File: src/rtl/fetch_stage.sv
// Instruction-fetch stage: PC, valid/ready imem requests, small instruction FIFO, redirect/flush.
// Optional macro FETCH_MISALIGN_TRAP_EN: a misaligned redirect target halts fetch and raises fetch_misaligned.
module fetch_stage #(
    parameter logic [31:0] RESET_PC  = 32'h0000_0000,
    parameter int          BUF_DEPTH = 2,
    parameter logic [31:0] NOP_WORD  = 32'h0000_0013
) (
    input  logic        clk,
    input  logic        reset_n,
    output logic        imem_req,
    output logic [31:0] imem_addr,
    input  logic        imem_ready,
    input  logic        imem_rvalid,
    input  logic [31:0] imem_rdata,
    input  logic        stall,
    input  logic        pc_src,
    input  logic        jalr_flag,
    input  logic [31:0] branch_target,
    input  logic [31:0] jalr_target,
    output logic [31:0] instruction,
    output logic [31:0] pc_out,
    output logic        instr_valid,
    output logic        fetch_misaligned
);
    localparam int AW = $clog2(BUF_DEPTH);
    // Stale requests can pile up across back-to-back redirects, so counters get headroom.
    localparam int CW = AW + 4;
    localparam logic [CW-1:0] DEPTH = CW'(BUF_DEPTH);

    logic [31:0]   fetch_pc;
    logic [31:0]   buf_instr [BUF_DEPTH];
    logic [31:0]   buf_pc    [BUF_DEPTH];
    logic [31:0]   pcq       [BUF_DEPTH];
    logic [AW-1:0] head, tail, pcq_head, pcq_tail;
    logic [CW-1:0] count, outstanding, discard, outstanding_nxt;
    logic          halted, accept, drop, push, pop;
    logic [31:0]   target_raw, target;

    assign target_raw = jalr_flag ? {jalr_target[31:1], 1'b0} : branch_target;

`ifdef FETCH_MISALIGN_TRAP_EN
    logic misaligned_tgt, misaligned;
    assign target           = target_raw;
    assign misaligned_tgt   = |target_raw[1:0];
    assign halted           = misaligned;
    assign fetch_misaligned = misaligned;

    always_ff @(posedge clk) begin
        if (!reset_n)    misaligned <= 1'b0;
        else if (pc_src) misaligned <= misaligned_tgt;
    end
`else
    assign target           = target_raw & ~32'h3;
    assign halted           = 1'b0;
    assign fetch_misaligned = 1'b0;
`endif

    assign instr_valid = (count != '0);
    assign instruction = instr_valid ? buf_instr[head] : NOP_WORD;
    assign pc_out      = instr_valid ? buf_pc[head] : 32'h0;
    assign imem_addr   = fetch_pc;
    // Only live requests count against the buffer; doomed ones are excluded.
    assign imem_req    = reset_n && !halted && ((count + outstanding - discard) < DEPTH);

    assign accept          = imem_req && imem_ready;
    assign drop            = (discard != '0);
    assign push            = imem_rvalid && !drop && !pc_src;
    assign pop             = instr_valid && !stall && !pc_src;
    assign outstanding_nxt = outstanding + CW'(accept) - CW'(imem_rvalid);

    always_ff @(posedge clk) begin
        if (!reset_n) begin
            fetch_pc    <= RESET_PC;
            head        <= '0;
            tail        <= '0;
            pcq_head    <= '0;
            pcq_tail    <= '0;
            count       <= '0;
            outstanding <= '0;
            discard     <= '0;
        end else if (pc_src) begin
            // Everything still in flight, including this cycle's accept, is stale.
            fetch_pc    <= target;
            head        <= '0;
            tail        <= '0;
            pcq_head    <= '0;
            pcq_tail    <= '0;
            count       <= '0;
            outstanding <= outstanding_nxt;
            discard     <= outstanding_nxt;
        end else begin
            outstanding <= outstanding_nxt;
            count       <= count + CW'(push) - CW'(pop);
            if (accept) begin
                fetch_pc       <= fetch_pc + 32'd4;
                pcq[pcq_tail]  <= fetch_pc;
                pcq_tail       <= pcq_tail + 1'b1;
            end
            if (imem_rvalid && drop)
                discard <= discard - 1'b1;
            if (push) begin
                buf_instr[tail] <= imem_rdata;
                buf_pc[tail]    <= pcq[pcq_head];
                tail            <= tail + 1'b1;
                pcq_head        <= pcq_head + 1'b1;
            end
            if (pop)
                head <= head + 1'b1;
        end
    end
endmodule

File: config.mk
export PLATFORM = sky130hd
export DESIGN_NAME = fetch_stage
export DESIGN_NICKNAME = d
export VERILOG_FILES = /design/src/rtl/fetch_stage.sv
export SDC_FILE = /design/constraint.sdc
export NUM_CORES = 1
export LEC_CHECK = 0
export ABC_AREA = 1
export BUFFER_PORTS_ARGS = -buffer_cell sky130_fd_sc_hd__buf_2
export CAP_MARGIN = 20
export CORE_UTILIZATION = 56
export CTS_CLUSTER_SIZE = 20
export DETAILED_ROUTE_END_ITERATION = 8
export GPL_TIMING_DRIVEN = 0
export PLACE_DENSITY = 0.8
export SETUP_SLACK_MARGIN = 0.05
export SLEW_MARGIN = 20
export SYNTH_ARGS = -nofsm -noshare
export SYNTH_HDL_FRONTEND = slang
export SYNTH_SLANG_ARGS = --single-unit
export TNS_END_PERCENT = 10
File: constraint.sdc
create_clock -name clk -period 8.3 [get_ports clk]
set_input_delay 1.66 -clock clk [delete_from_list [all_inputs] [get_ports clk]]
set_output_delay 1.66 -clock clk [all_outputs]
set_load 0.02 [all_outputs]
==> flow_summary.rst <==
.. list-table::
   :header-rows: 1

   * - Metric
     - Value
   * - Crit path buf inv count
     - 3
   * - Largest net degree at the start of global routing
     - 27
   * - Die Wd
     - ~140 µm
   * - Psw
     - about 1.1 mW
   * - Minimum clock period after layout
     - around 4.5 ns
   * - Max-slew headroom at the worst pin
     - between 50 and 60%
   * - CTS tree
     - done
   * - Slowest cell on the critical path
     - sky130_fd_sc_hd__fa_1
   * - Most repeated cell in the gate-level netlist after synthesis
     - sky130_fd_sc_hd__nand2_1
   * - Number of search-and-repair iterations in the first detailed-routing pass
     - 5
   * - Post-Place Worst Slack
     - about 3.9 ns
   * - Number of buffer cells added on primary ports
     - 190
   * - Synth top cells by count
     - sky130_fd_sc_hd__nand2_1, sky130_fd_sc_hd__edfxtp_1, sky130_fd_sc_hd__nor2_1
   * - Placeable core area
     - a little under 20000 µm²
   * - Total of max-cap violations
     - 0
   * - Arrival @ worst endpoint
     - 2.79 ns
   * - Wire length of the first global-routing pass
     - ~40000 µm
   * - Fin nets
     - roughly 1500
   * - Number of vias per cell
     - slightly above 5
   * - Die Outline Area
     - around 21000 µm²
   * - Internal power component
     - about 2.3 mW
   * - Clock transition time at the flip-flop clock pins of the worst setup and hold paths
     - 0.06 ns
   * - Launching point of the worst reg2reg path
     - count[1]
   * - Outcome
     - finished clean
   * - Clock power frac
     - 29.3%
   * - Max Freq
     - 225 MHz
   * - Power share of the combinational group
     - 28.3%
   * - Initial standard-cell utilization of the core
     - 57.5%
   * - Flop2flop setup slack
     - 4.20 ns
   * - HPWL after detailed placement
     - 19800 µm
   * - Crit path capture type
     - output port
   * - CP Launch Type
     - flop
   * - Switching portion of total power
     - 32.9%
   * - Share of synthesized registers carrying an async set or reset
     - 0%
   * - WL per Instance
     - between 15 and 20 µm
   * - Overflow after GRT
     - 0
   * - Worst clock skew on the final layout
     - about 0.018 ns
   * - Post-Synthesis Cell Area
     - ~11000 µm²
   * - Clock Latency Late Sink
     - approximately 0.5 ns
   * - Clock buffer depth
     - 3
   * - Share of synthesized area occupied by flip-flops and latches
     - roughly 58%
   * - Number of primary I/O pins
     - 202
   * - Cell type with the highest occurrence count on the critical path
     - sky130_fd_sc_hd__nand2_1
   * - Total routed wirelength
     - ~26000 µm
   * - Sum of negative setup slack
     - 0 ns
   * - Post-synthesis instance total
     - approximately 1100
   * - Final cell count without fillers
     - 1658
   * - Area overhead of the layout relative to synthesis
     - 19.7%
   * - Biggest fanout along the worst timing path
     - 4
   * - Number of violations reported at the end of detailed-routing iteration 0
     - about 640
   * - Standard-cell row count
     - 51
   * - Clk root buf
     - sky130_fd_sc_hd__clkbuf_16
   * - Static Leakage
     - between 5 and 6 nW
   * - Die outline height
     - ~140 µm
   * - Worst hold path depth
     - 1
   * - Worst Tran Pin Value
     - around 0.70 ns
   * - Required time reported for the critical path endpoint
     - 6.64 ns
   * - Post-CTS setup buffer count
     - 0
   * - Slowest Stage Delay on Critical Path
     - ~0.54 ns
   * - Power density over cell area
     - between 200 and 300 nW/µm²
   * - Number of CTS-inserted buffers
     - 23
   * - Final weighted congestion in routability-driven placement
     - a little over 0.9
   * - Placed instance area
     - ~13000 µm²
   * - Capture instance of the worst register-to-register path
     - discard[2]
   * - Combined flip-flop and latch cell area
     - ~6500 µm²
   * - Post-DRT Antenna Nets
     - 0
   * - Sinks on the clock net
     - 235
   * - CTS H-Tree Depth
     - 1
   * - Number of enable-type register cells in the synthesized netlist
     - about 180
   * - # DRC
     - 0
   * - Cell class contributing the biggest share of worst-path delay
     - adder cells
   * - Number of register bits inferred by synthesis
     - between 200 and 250
   * - Maximum VDD drop
     - 0.146 mV
   * - # resized after CTS
     - 0
   * - Cell type with the highest aggregate area in the netlist
     - sky130_fd_sc_hd__edfxtp_1
   * - Kind of critical path
     - flop to output port
   * - Hold Crit Class
     - flop to flop
   * - Share of layout cells above drive strength 1
     - between 20% and 30%
   * - Mean cell area of the mapped netlist
     - 9.89 µm²
   * - Distinct cell type count of the synthesized netlist
     - 40
   * - Largest cells by area after synthesis
     - sky130_fd_sc_hd__edfxtp_1, sky130_fd_sc_hd__dfxtp_1, sky130_fd_sc_hd__nand2_1
   * - Number of max-slew violations in the final report
     - 0
   * - Critical path, cell by cell
     - inv_1 -> fa_1 -> fa_1 -> inv_1 -> nand2_1 -> nand2_1 -> nand3_1 -> nand2_2 -> nand2_1 -> nor2_1 -> buf_2
   * - Most used flip-flop cell after synthesis
     - sky130_fd_sc_hd__edfxtp_1
   * - Final hold violations
     - 0
   * - Setup repair after global routing missed its margin
     - false
   * - Sequential share of power
     - 42.4%
   * - Via count of the first global-routing pass
     - between 7000 and 8000
   * - Number of buffers added to fix hold violations after cts
     - 0
   * - Final design area excluding fillers
     - approximately 13000 µm²
   * - Final setup vio count
     - 0
   * - Overall routing resource usage
     - 25.5%
   * - # fillers
     - between 1500 and 2000
   * - Worst-case setup margin in the final layout
     - slightly below 4 ns
   * - Initial antenna violation count
     - 0
   * - DP Cell Count
     - around 1600
   * - End of the worst hold path
     - pcq_head
   * - Final cycle utilization of the critical path
     - 53.6%
   * - Yosys warns
     - 0
   * - Worst Reg-to-Reg Cells
     - 17
   * - Multi-input combinational cell area
     - slightly below 4000 µm²
   * - Post-synth top area share
     - 49.1%
   * - Diode insertion count for antenna repair
     - 0
   * - Count of vias placed by the detailed router
     - around 8500
   * - Start point of the worst hold path
     - pcq_head
-- state kept, by name, indices dropped and copies added, names as in the netlist, 5 cells and up, named ones only --
| register | cells |
|---|---|
| outstanding | 5 |
| pcq | 60 |
| imem_addr | 30 |
| buf_pc | 60 |
| discard | 5 |
| count | 5 |
| buf_instr | 64 |
-- through the flow --
step           power, mW  util (%)  hold slack (ns)
2_1_floorplan       2.10         -            0.426
4_1_cts             3.39      68.8            0.455
3_3_place_gp        2.37      64.1            0.435
5_1_grt             3.54      68.8            0.493
6_report            3.38      68.8            0.465
3_5_place_dp        2.40      65.2            0.445
-- per-layer routing --
layer / part of all wire [%] / global-route usage (%) / up-vias
met1: 41 / 33.2 / 3924
met3: 8.5 / 4.53 / 49
met2: 48 / 43.8 / 356
li1: - / - / 4213
met4: 2.0 / 7.05 / 0
met5: 0 / 0 / -
-- power groups by stage --
| stage | combinational, mW | sequential, mW | clock [mW] |
|---|---|---|---|
| floorplan | 0.649 | 1.46 | 0 |
| global placement | 0.913 | 1.45 | 0 |
| detailed placement | 0.949 | 1.45 | 0 |
| CTS | 0.956 | 1.43 | 1.00 |
| global route | 1.06 | 1.44 | 1.04 |
| finish | 0.956 | 1.43 | 0.989 |
-- placed cells by master (no fill, tap or decap), types with 4 or more instances in the layout --
| cell type | count |
|---|---|
| sky130_fd_sc_hd__a21oi_1 | 34 |
| sky130_fd_sc_hd__buf_2 | 204 |
| sky130_fd_sc_hd__buf_4 | 18 |
| sky130_fd_sc_hd__buf_6 | 9 |
| sky130_fd_sc_hd__clkbuf_1 | 29 |
| sky130_fd_sc_hd__clkbuf_16 | 23 |
| sky130_fd_sc_hd__conb_1 | 5 |
| sky130_fd_sc_hd__dfxtp_1 | 51 |
| sky130_fd_sc_hd__edfxtp_1 | 184 |
| sky130_fd_sc_hd__fa_1 | 6 |
| sky130_fd_sc_hd__ha_1 | 17 |
| sky130_fd_sc_hd__inv_1 | 143 |
| sky130_fd_sc_hd__inv_2 | 5 |
| sky130_fd_sc_hd__mux2_2 | 89 |
| sky130_fd_sc_hd__nand2_1 | 268 |
| sky130_fd_sc_hd__nand3_1 | 50 |
| sky130_fd_sc_hd__nand4_1 | 6 |
| sky130_fd_sc_hd__nor2_1 | 146 |
| sky130_fd_sc_hd__nor2_2 | 5 |
| sky130_fd_sc_hd__o21ai_0 | 45 |
| sky130_fd_sc_hd__xnor2_1 | 4 |
| sky130_fd_sc_hd__xor2_1 | 8 |
-- logic make-up (layout without fill, tap and decap cells) --
kind of cell | count (synthesis) | count (layout) | share of synthesized area, %
fa+ha+maj | 23 | 23 | 2.96
buf+inv | 194 | 445 | 6.96
simple gates | 490 | 490 | 17.6
xor+xnor | 12 | 12 | 0.934
flops | 235 | 235 | 58.1
other cells | 1 | 5 | 0.0333
mux | 89 | 89 | 8.90
compound gates | 94 | 94 | 4.50
-- final cells by class --
| class | count | area share [%] |
|---|---|---|
| plain buffers | 46 | 1.69 |
| clock buffers | 34 | 4.80 |
| clock inverters | 7 | 0.483 |
| inverters | 148 | 4.12 |
| multi-input cells | 713 | 29.4 |
| flip-flops and latches | 235 | 48.6 |
| well taps | 265 | 2.46 |
| repair buffers | 210 | 8.46 |
-- worst max-delay path by stage --
stage,cells past startpoint,endpoint,from,slack [ns]
after floorplan,5,buf_instr[0][0],reset_n,1.12
after global placement,5,buf_pc[1][24],reset_n,-1.93
after detailed placement,14,count[4],pc_src,3.90
after CTS,11,imem_req,count[1],3.86
after global routing,11,imem_req,count[1],3.69
final,11,imem_req,count[1],3.85
Note: power is estimated with default switching activity, not from simulation.
